## src/rtl/mem_access_unit.sv

```systemverilog
// rtl/mem_access_unit.sv - load/store sequencer in front of a word-only data memory
//
// Accepts byte/halfword/word loads and stores over a req/ready handshake,
// performs read-merge-write for sub-word stores, extracts and extends
// sub-word load data, and rejects misaligned requests.
//
// Optional macro: ACCESS_CNT_EN enables the dbg_cnt completion counter;
// without it dbg_cnt is tied to zero.
//
// Ports:
//   CLK, RST_n          clock (rising edge), asynchronous active-low reset
//   req / ready         request valid / unit idle and accepting
//   we_req, size,       request: store flag, size (00 b, 01 h, 1x w),
//   sign_ext, addr,     load sign extension, byte address,
//   wdata               right-aligned store data
//   done, rdata,        one-cycle completion pulse, load result,
//   misalign            alignment rejection flag (both held until next accept)
//   mem_A, mem_WD,      word-aligned memory address, write data,
//   mem_WE, mem_RD      write enable, combinational read data
//   dbg_cnt             completed-transaction counter

module mem_access_unit #(
    parameter int ADDR_W = 32,
    parameter int DATA_W = 32
) (
    input  logic              CLK,
    input  logic              RST_n,
    input  logic              req,
    output logic              ready,
    input  logic              we_req,
    input  logic [1:0]        size,
    input  logic              sign_ext,
    input  logic [ADDR_W-1:0] addr,
    input  logic [DATA_W-1:0] wdata,
    output logic              done,
    output logic [DATA_W-1:0] rdata,
    output logic              misalign,
    output logic [ADDR_W-1:0] mem_A,
    output logic [DATA_W-1:0] mem_WD,
    output logic              mem_WE,
    input  logic [DATA_W-1:0] mem_RD,
    output logic [31:0]       dbg_cnt
);

    typedef enum logic [1:0] {IDLE, READ, WRITE, DONE} state_t;

    state_t            state, state_nxt;
    logic [ADDR_W-1:0] addr_q;
    logic [DATA_W-1:0] wdata_q;
    logic [DATA_W-1:0] word_q;
    logic [DATA_W-1:0] rdata_q;
    logic [1:0]        size_q;
    logic              sign_ext_q;
    logic              we_q;
    logic              misalign_q;

    logic              accept;
    logic              mis_now;
    logic [4:0]        shift;
    logic [DATA_W-1:0] rd_shifted;
    logic [DATA_W-1:0] load_val;
    logic [DATA_W-1:0] lane_mask;
    logic [DATA_W-1:0] merged;

    assign accept = req && (state == IDLE);

    // Alignment is judged on the live request; size 11 behaves as a word.
    always_comb begin
        mis_now = 1'b0;
        case (size)
            2'b00:   mis_now = 1'b0;
            2'b01:   mis_now = addr[0];
            default: mis_now = |addr[1:0];
        endcase
    end

    // Lane position in bits; for an aligned half addr_q[0]=0 so this is 0 or 16.
    assign shift      = {addr_q[1:0], 3'b000};
    assign rd_shifted = mem_RD >> shift;

    always_comb begin
        load_val = mem_RD;
        case (size_q)
            2'b00:   load_val = {{24{sign_ext_q & rd_shifted[7]}}, rd_shifted[7:0]};
            2'b01:   load_val = {{16{sign_ext_q & rd_shifted[15]}}, rd_shifted[15:0]};
            default: load_val = mem_RD;
        endcase
    end

    always_comb begin
        lane_mask = 32'h0000_00FF << shift;
        if (size_q == 2'b01) begin
            lane_mask = 32'h0000_FFFF << shift;
        end
        merged = (word_q & ~lane_mask) | ((wdata_q << shift) & lane_mask);
    end

    // State register
    always_ff @(posedge CLK or negedge RST_n) begin
        if (!RST_n) begin
            state <= IDLE;
        end else begin
            state <= state_nxt;
        end
    end

    // Next-state logic
    always_comb begin
        state_nxt = state;
        case (state)
            IDLE: begin
                if (accept) begin
                    if (mis_now)                 state_nxt = DONE;
                    else if (we_req && size[1])  state_nxt = WRITE;
                    else                         state_nxt = READ;
                end
            end
            READ:    state_nxt = we_q ? WRITE : DONE;
            WRITE:   state_nxt = DONE;
            default: state_nxt = IDLE;
        endcase
    end

    // Outputs decoded from state so mem_WE drops the moment reset asserts.
    always_comb begin
        ready  = (state == IDLE);
        done   = (state == DONE);
        mem_WE = (state == WRITE);
        mem_WD = '0;
        if (state == WRITE) begin
            mem_WD = size_q[1] ? wdata_q : merged;
        end
    end

    assign mem_A    = {addr_q[ADDR_W-1:2], 2'b00};
    assign rdata    = rdata_q;
    assign misalign = misalign_q;

    // Request capture and result registers
    always_ff @(posedge CLK or negedge RST_n) begin
        if (!RST_n) begin
            addr_q     <= '0;
            wdata_q    <= '0;
            word_q     <= '0;
            rdata_q    <= '0;
            size_q     <= 2'b00;
            sign_ext_q <= 1'b0;
            we_q       <= 1'b0;
            misalign_q <= 1'b0;
        end else begin
            if (accept) begin
                addr_q     <= addr;
                wdata_q    <= wdata;
                size_q     <= size;
                sign_ext_q <= sign_ext;
                we_q       <= we_req;
                misalign_q <= mis_now;
                rdata_q    <= '0;
            end
            if (state == READ) begin
                word_q <= mem_RD;
                if (!we_q) begin
                    rdata_q <= load_val;
                end
            end
        end
    end

`ifdef ACCESS_CNT_EN
    logic [31:0] cnt_q;

    always_ff @(posedge CLK or negedge RST_n) begin
        if (!RST_n) begin
            cnt_q <= '0;
        end else if (state == DONE) begin
            cnt_q <= cnt_q + 32'd1;
        end
    end

    assign dbg_cnt = cnt_q;
`else
    assign dbg_cnt = '0;
`endif

endmodule

```

## config.mk

```make
export PLATFORM = sky130hd
export DESIGN_NAME = mem_access_unit
export DESIGN_NICKNAME = d
export VERILOG_FILES = /design/src/rtl/mem_access_unit.sv
export SDC_FILE = /design/constraint.sdc
export NUM_CORES = 1
export LEC_CHECK = 0
export CELL_PAD_IN_SITES_DETAIL_PLACEMENT = 1
export CELL_PAD_IN_SITES_GLOBAL_PLACEMENT = 2
export CORE_MARGIN = 2
export CORE_UTILIZATION = 29
export DETAILED_ROUTE_END_ITERATION = 8
export HOLD_SLACK_MARGIN = 0.02
export PLACE_DENSITY_LB_ADDON = 0.08
export RECOVER_POWER = 25
export SLEW_MARGIN = 20
export SYNTH_ARGS = -nofsm -noshare
export SYNTH_HDL_FRONTEND = slang
export SYNTH_SLANG_ARGS = --single-unit
```

## constraint.sdc

```tcl
create_clock -name CLK -period 2.3 [get_ports CLK]
set_input_delay 0.23 -clock CLK [delete_from_list [all_inputs] [get_ports CLK]]
set_output_delay 0.23 -clock CLK [all_outputs]
set_load 0.02 [all_outputs]
```

### Yosys cells after proc, flatten, opt, wreduce, memory -nomap -nowiden

Index checks and enable logic that the tools add are counted.
W data, S select, Z words.

* register bits after elaboration: 135
* input port bits: 103
* output and inout bits: 132
* logic and storage cells: 44

* equal/unequal tests: 6
* shift operators: 4
* mux-type cells: 13
* bitwise operators: 6
* reduce and logical (&&, ||, !) cells: 6

Operator list (count)
* $mux W32: 6
* $and A32 B32 Y32: 2
* $pmux W32 S2: 1
* $not A32 Y32: 1
* $or A32 B32 Y32: 1
* $shl A16 B5 Y32 const A: 1
* $shl A32 B5 Y32: 1
* $shl A8 B5 Y32 const A: 1
* $shr A32 B5 Y16: 1
* $eq A2 B1 Y1 const B: 3
* $logic_not A2 Y1: 3
* $mux W2: 3
* $pmux W2 S3: 1
* $eq A2 B2 Y1 const B: 2
* $and A1 B1 Y1: 2
* $logic_and A1 B1 Y1: 2
* $ne A2 B1 Y1 const B: 1
* $pmux W1 S2: 1
* $reduce_or A2 Y1: 1
* $mux W1: 1

### Depth between registers and ports, before layout

Gate-level depths: netlist of run 1.

* depth after elaboration: 7
* depth in mapped cells: 8

### Worst setup path after synthesis of run 1

Ideal clock, no wire load.

* path kind: register to output
* start: reg state[0]
* end: out mem_WD[11]
* arrival time: 1.918 ns
* required time: 2.070 ns
* path slack: 0.152 ns
* stages on the path, launching flop included: 9
* path through: dfrtp_1 -> inv_1 -> ha_1 -> clkbuf_1 -> and2_1 -> clkbuf_1 -> clkbuf_1 -> nand2_1 -> o21ai_0

* word-level cells in the longest chain between the ends: 2

Ends and longest elaborated chain
* start: declaration: RTL line 47 `state_t state, state_nxt;`
* start signal: assignment: RTL line 103 `state <= state_nxt;`
* $eq A2 B2 Y1
* via mem_WE: RTL line 40 `output logic mem_WE,`
* $mux W32: RTL line 130 `if (state == WRITE) begin`
* end: declaration: RTL line 39 `output logic [DATA_W-1:0] mem_WD,`

The timed path passes the listed nets, and every way through them passes these cells.

### Worst setup path in the final report of run 1

* start: reg addr_q[0]
* end: out mem_WD[8]

* word-level cells in the longest chain between the ends: 7
* elaborated cells between the ends (all ways): 10
* those cells by class: 3 x shift; 3 x mux; 4 x bitwise

Ends and longest elaborated chain
* start: declaration: RTL line 48 `logic [ADDR_W-1:0] addr_q;`
* start signal: assignment: RTL line 152 `addr_q <= addr;`
* $shl A16 B5 Y32 or $shl A8 B5 Y32 (tied branches): RTL line 93, 91
* $mux W32: RTL line 92 `if (size_q == 2'b01) begin`
* $not A32 Y32: RTL line 95 `merged = (word_q & ~lane_mask) | ((wdata_q << shift) & lane_mask);`
* $and A32 B32 Y32: RTL line 95
* $or A32 B32 Y32 (*): RTL line 95
* $mux W32 (*): RTL line 131 `mem_WD = size_q[1] ? wdata_q : merged;`
* $mux W32 (*): RTL line 130

Every way passes the cells marked *; elsewhere a longest branch is shown, timed or not.

==> impl_metrics.json, run 1 <==
{
  "grt.total_usage_pct": 19.0,
  "cts_sinks": 135,
  "num-nets-final": 915,
  "power.internal_mw": 9.44,
  "design_area_mm2": 0.00986,
  "crit_type": "reg2out",
  "synth_top_cell_by_area": "dfrtp_1",
  "switchingPower_mw": 6.03,
  "netlist-cell-type-count": 46,
  "worst_pin_slew_ns": 1.24,
  "path_clk_slew_ns": 0.06,
  "synth_area_leaders": "dfrtp_1 49%, mux2_2 18%, buf_4 7.0%",
  "dr.pass1.iters": 4,
  "yosysTopAreaCellShare_pct": 48.7,
  "clk_latency_ns": 0.42,
  "grt_pass1_vias": 5951,
  "synth_area_mm2": 0.00694,
  "routabilityCongestion": 0.828,
  "post-route-period-util_pct": 98.9,
  "rows": 56,
  "p_total_mw": 15.5,
  "r2r-start": "addr_q[1]$_DFFE_PN0P_",
  "syn_inst": 613,
  "regArea_mm2": 0.00338,
  "cts_root_buffer": "clkbuf_16",
  "drtIter0Drc": 315,
  "crit_required_ns": 2.07,
  "setup_viol": 0,
  "fmax_ghz": 0.440,
  "r2r_end": "rdata[23]$_DFF_PN0_",
  "avgSynthCellArea_um2": 11.3,
  "hp-class": "in2reg",
  "cp_max_fo": 8,
  "maxCapViolations": 0,
  "routedWlPerCell_um": 20.9,
  "core_mm2": 0.0235,
  "numCtsBuffers": 17,
  "start_util_pct": 29.6,
  "report.final.slew_viol_count": 0,
  "antenna_cells": 0,
  "via_per_inst": 4.76,
  "critical_path.startpoint_type": "flop",
  "synth_edf_count": 0,
  "rrSetupSlack_ns": 0.21,
  "placed_area_mm2": 0.00921,
  "ir_drop_mv": 0.535,
  "cp_data_arrival_time_ns": 2.05,
  "hp-start": "wdata[19]",
  "critical_path.startpoint": "addr_q[0]$_DFFE_PN0P_",
  "antenna_found_initial": 0,
  "p_leak_nw": 4.26,
  "grt_pass1_wl_mm": 36.8,
  "die_width_um": 159,
  "hold_violations": 0,
  "area_growth_pct": 42.1,
  "ant_nets": 0,
  "ys_seq_area_share_pct": 48.7,
  "cts_buffer_depth": 2,
  "power_frac_comb_pct": 51.9,
  "dieArea_mm2": 0.0252,
  "hold_end": "wdata_q[19]$_DFFE_PN0P_",
  "vias": 5420,
  "sequentialPowerShare_pct": 28.5,
  "rsz0062_at_grt": "yes",
  "swShare_pct": 39.0,
  "ys.flop_type": "dfrtp_1",
  "status": "completed",
  "port_buffers": 200,
  "cts_tree": "built",
  "grt_overflow_total": 0,
  "pin_count": 235,
  "drc": 0,
  "multi_input_area_mm2": 0.00302,
  "drt_wl_total_mm": 23.8,
  "grt_max_degree": 48,
  "cp-end-kind": "primary output",
  "fin_crit_ns": 2.28,
  "fin_skew_ns": 0.00752,
  "dpl.hpwl_mm": 17.9,
  "clockPowerShare_pct": 19.7,
  "p_per_area_mw_per_mm2": 1570,
  "whs_path_depth": 2,
  "slew_headroom_pct": 17.1,
  "drive_gt1_share_pct": 27.8,
  "rr_worst_depth": 4,
  "num-fill-cells": 2535,
  "ys_ff_latch": 135,
  "fp.dieH_um": 159,
  "synthArstFlopShare_pct": 100,
  "cts-htree-levels": 4,
  "ys_warn_count": 0
}
## logic make-up (layout without fill, tap and decap cells)
family / after synthesis / in the layout / share of synthesized area (%)
multiplexers: 133 / 133 / 21.3
adder cells (fa/ha/maj): 4 / 4 / 0.721
AND/OR/NAND/NOR: 102 / 102 / 6.43
flip-flops: 135 / 135 / 48.7
other: 1 / 34 / 0.0540
buffers and inverters: 116 / 290 / 10.1
AO/OA/AOI/OAI: 122 / 122 / 12.7
## layer usage
layer	routed length (um)	vias up	GRT usage (%)
met4	198	0	3.92
met1	10800	2753	25.5
met5	0	-	0
met3	1270	16	4.36
li1	-	2470	-
met2	11500	181	31.5
## flip-flops by register name, summed over array words and instances (netlist names)
register and flops:
addr_q 32, rdata 32, wdata_q 32, word_q 32, size_q 2, state 2
misalign 1, sign_ext_q 1, we_q 1
## worst max-delay path by stage
| stage | to | slack (ns) |
|---|---|---|
| 2_1_floorplan | mem_WD[11] | 0.15 |
| 3_3_place_gp | mem_WD[21] | 0.02 |
| 6_report | mem_WD[8] | 0.02 |
| 4_1_cts | mem_WD[12] | -0.02 |
| 5_1_grt | mem_WD[8] | -0.03 |
| 3_5_place_dp | mem_WD[19] | 0.02 |
## cell type report
type                    instances  area share, %
clock buffers                  19           4.49
clock inverters                12           2.04
inverters                      12          0.457
multi-input cells             395           30.6
flip-flops and latches        135           34.3
well taps                     319           4.05
repair buffers                247           24.1
## per-stage QoR
stage	hold slack, ns	instances	setup WS, ns	utilization [%]	TNS, ns
3_5_place_dp	0.195	1103	0.0204	39.2	0
2_1_floorplan	-0.0656	646	0.152	-	0
6_report	0.424	1139	0.0250	42.0	0
5_1_grt	0.414	1139	-0.0289	42.0	-0.0863
3_3_place_gp	0.190	1103	0.0229	39.2	0
4_1_cts	0.330	1136	-0.0196	42.1	-0.0196
## critical path, cell delays in order (launching register included)
cell and delay (ns):
dfrtp_2 0.44, buf_4 0.15, o21ba_2 0.23, buf_12 0.14
mux2i_1 0.11, o21ai_0 0.25, clkdlybuf4s15_2 0.31
## cells in the mapped netlist, types with 12 or more instances
library cell	instances
a21oi_1	21
a221o_1	16
buf_4	65
clkbuf_1	17
dfrtp_1	135
inv_1	12
mux2_2	108
mux2i_1	24
nand2_1	67
nor2_1	14
o21ai_0	28
o221ai_1	15
## cell usage in the layout, fill, tap and decap left out, types with 12 or more instances in the layout
cell type | netlist | routed
clkdlybuf4s50_1 | 0 | 167
dfrtp_1 | 135 | 133
mux2_2 | 108 | 108
nand2_1 | 67 | 66
buf_4 | 65 | 41
conb_1 | 1 | 34
mux2i_1 | 24 | 24
a21oi_1 | 21 | 21
o21ai_0 | 28 | 17
clkbuf_16 | 0 | 17
a221o_1 | 16 | 16
o221ai_1 | 15 | 15
nor2_1 | 14 | 13
inv_1 | 12 | 12
o21ai_1 | 2 | 12
## what timing repair did
item,4_1_cts,5_1_grt
gates resized for setup,103,36
hold endpoints to repair,41,0
setup buffers,1,3
hold buffers,1,0
pin swaps,0,2
setup endpoints to repair,32,31
## power groups by stage
stage	registers, mW	logic (mW)	clock network (mW)
2_1_floorplan	4.40	4.80	0
3_3_place_gp	4.41	7.99	0
3_5_place_dp	4.45	8.11	0
4_1_cts	4.43	8.04	3.11
5_1_grt	4.57	8.62	3.21
6_report	4.41	8.02	3.04
(Power assumes the default switching activity.)
==> run 2: changes to the inputs <==
- CORE_UTILIZATION: 29 -> 31
- CTS_CLUSTER_SIZE: unset -> 16
- clock period: 2.3 -> 2.88 ns (I/O delays scaled with it)
==> impl_metrics.json, run 2 (synthesis gave the netlist of run 1 again) <==
{
  "status": "completed",
  "final_common_cell": "clkdlybuf4s50_1",
  "crit_required_ns": 2.59,
  "cts_sinks": 135,
  "via_per_inst": 4.98,
  "grt_overflow_total": 0,
  "post_cts_buffers": 0,
  "fin_skew_ns": 0.00918,
  "fp.dieH_um": 154,
  "r2r-start": "addr_q[1]$_DFFE_PN0P_",
  "post-route-period-util_pct": 96.4,
  "routabilityCongestion": 0.861,
  "hold_ws_ns": 0.464,
  "maxCapViolations": 0,
  "cp_max_fo": 24,
  "rsz0062_at_grt": "no",
  "dpl.hpwl_mm": 17.4,
  "layout.cells.non_filler": 1075,
  "tns_ns": 0,
  "cts-htree-levels": 4,
  "mostFrequentLayoutCells": "187 x clkdlybuf4s50_1, 135 x dfrtp_1, 108 x mux2_2",
  "r2r_end": "rdata[23]$_DFF_PN0_",
  "clk_latency_ns": 0.42,
  "crit_type": "reg2out",
  "dieArea_mm2": 0.0236,
  "critical_path.startpoint_type": "flop",
  "pre_cts_ws_ns": 0.335,
  "regArea_mm2": 0.00338,
  "grt_pass1_wl_mm": 35.6,
  "setup_viol": 0,
  "area_growth_pct": 39.1,
  "drt_wl_total_mm": 23.3,
  "cts_tree": "built",
  "rrSetupSlack_ns": 0.74,
  "whs_path_depth": 2,
  "slew_headroom_pct": 16.4,
  "hp-start": "rdata[0]$_DFF_PN0_",
  "num-nets-final": 890,
  "drive_gt1_share_pct": 22.0,
  "fmax_ghz": 0.360,
  "port_buffers": 200,
  "start_util_pct": 31.7,
  "placed_area_mm2": 0.00895,
  "pin_count": 235,
  "report.final.slew_viol_count": 0,
  "dp.cells": 1043,
  "rr_worst_depth": 4,
  "num-fill-cells": 2362,
  "die_width_um": 154,
  "design_area_mm2": 0.00966,
  "path_clk_slew_ns": 0.06,
  "grt.total_usage_pct": 19.7,
  "antenna_cells": 0,
  "hold_violations": 0,
  "routedWlPerCell_um": 21.7,
  "numCtsBuffers": 17,
  "vias": 5349,
  "fin_crit_ns": 2.78,
  "cp_data_arrival_time_ns": 2.49,
  "grt_pass1_vias": 5852,
  "multi_input_area_mm2": 0.00301,
  "p_total_mw": 12.3,
  "p_per_area_mw_per_mm2": 1270,
  "drtIter0Drc": 261,
  "setup_ws_ns": 0.103,
  "cts_buffer_depth": 2,
  "rows": 54,
  "cp-end-kind": "primary output",
  "core_mm2": 0.0219,
  "worst_pin_slew_ns": 1.25,
  "p_leak_nw": 4.16,
  "grt_max_degree": 62,
  "ant_nets": 0,
  "hp-class": "reg2reg",
  "dr.pass1.iters": 4,
  "drc": 0,
  "ir_drop_mv": 0.455,
  "utilization_pct": 44.1,
  "cts_root_buffer": "clkbuf_16",
  "antenna_found_initial": 0,
  "hold_end": "rdata[0]$_DFF_PN0_"
}
## run 2: how the worst max path moves through the flow
stage,from,end,slack (ns)
2_1_floorplan,state[0]$_DFFE_PN0P_,mem_WD[11],0.67
6_report,state[0]$_DFFE_PN0P_,mem_WD[10],0.10
3_3_place_gp,state[0]$_DFFE_PN0P_,mem_WD[23],0.36
4_1_cts,addr_q[0]$_DFFE_PN0P_,mem_WD[27],0.01
5_1_grt,state[0]$_DFFE_PN0P_,mem_WD[11],0.003
3_5_place_dp,state[0]$_DFFE_PN0P_,mem_WD[12],0.34
## run 2: final cells by class
| cell class | count | share of cell area [%] |
|---|---|---|
| Sequential cell | 135 | 35.0 |
| Multi-Input combinational cell | 395 | 31.2 |
| Timing Repair Buffer | 222 | 22.5 |
| Clock buffer | 20 | 4.73 |
| Tap cell | 280 | 3.63 |
| Clock inverter | 11 | 2.53 |
| Inverter | 12 | 0.466 |
## run 2: metal layers
layer | GRT usage [%] | wire, um | part of all wire [%] | up-vias
met3 | 3.95 | 1230 | 5.3 | 24
met5 | 0 | 0 | 0 | -
met1 | 26.6 | 10400 | 45 | 2709
met2 | 31.9 | 11200 | 48 | 189
li1 | - | - | - | 2427
met4 | 6.68 | 473 | 2.0 | 0
## run 2: what timing repair did
item	4_1_cts	5_1_grt
gates resized for setup	13	5
endpoints found under the hold margin	43	0
hold buffers	1	0
cloned	0	0
endpoints found under the setup margin	10	21
## run 2: critical path: stages (launching register included)
cell	delay [ns]
dfrtp_1	0.41
inv_1	0.10
ha_2	0.25
and2_1	0.14
buf_4	0.28
nand2_1	0.08
o21ai_0	0.10
clkdlybuf4s50_1	0.69
## run 2: report_power, final
part	internal, mW	switching, mW
clock	1.76	0.841
sequential	2.85	0.702
combinational	2.95	3.17
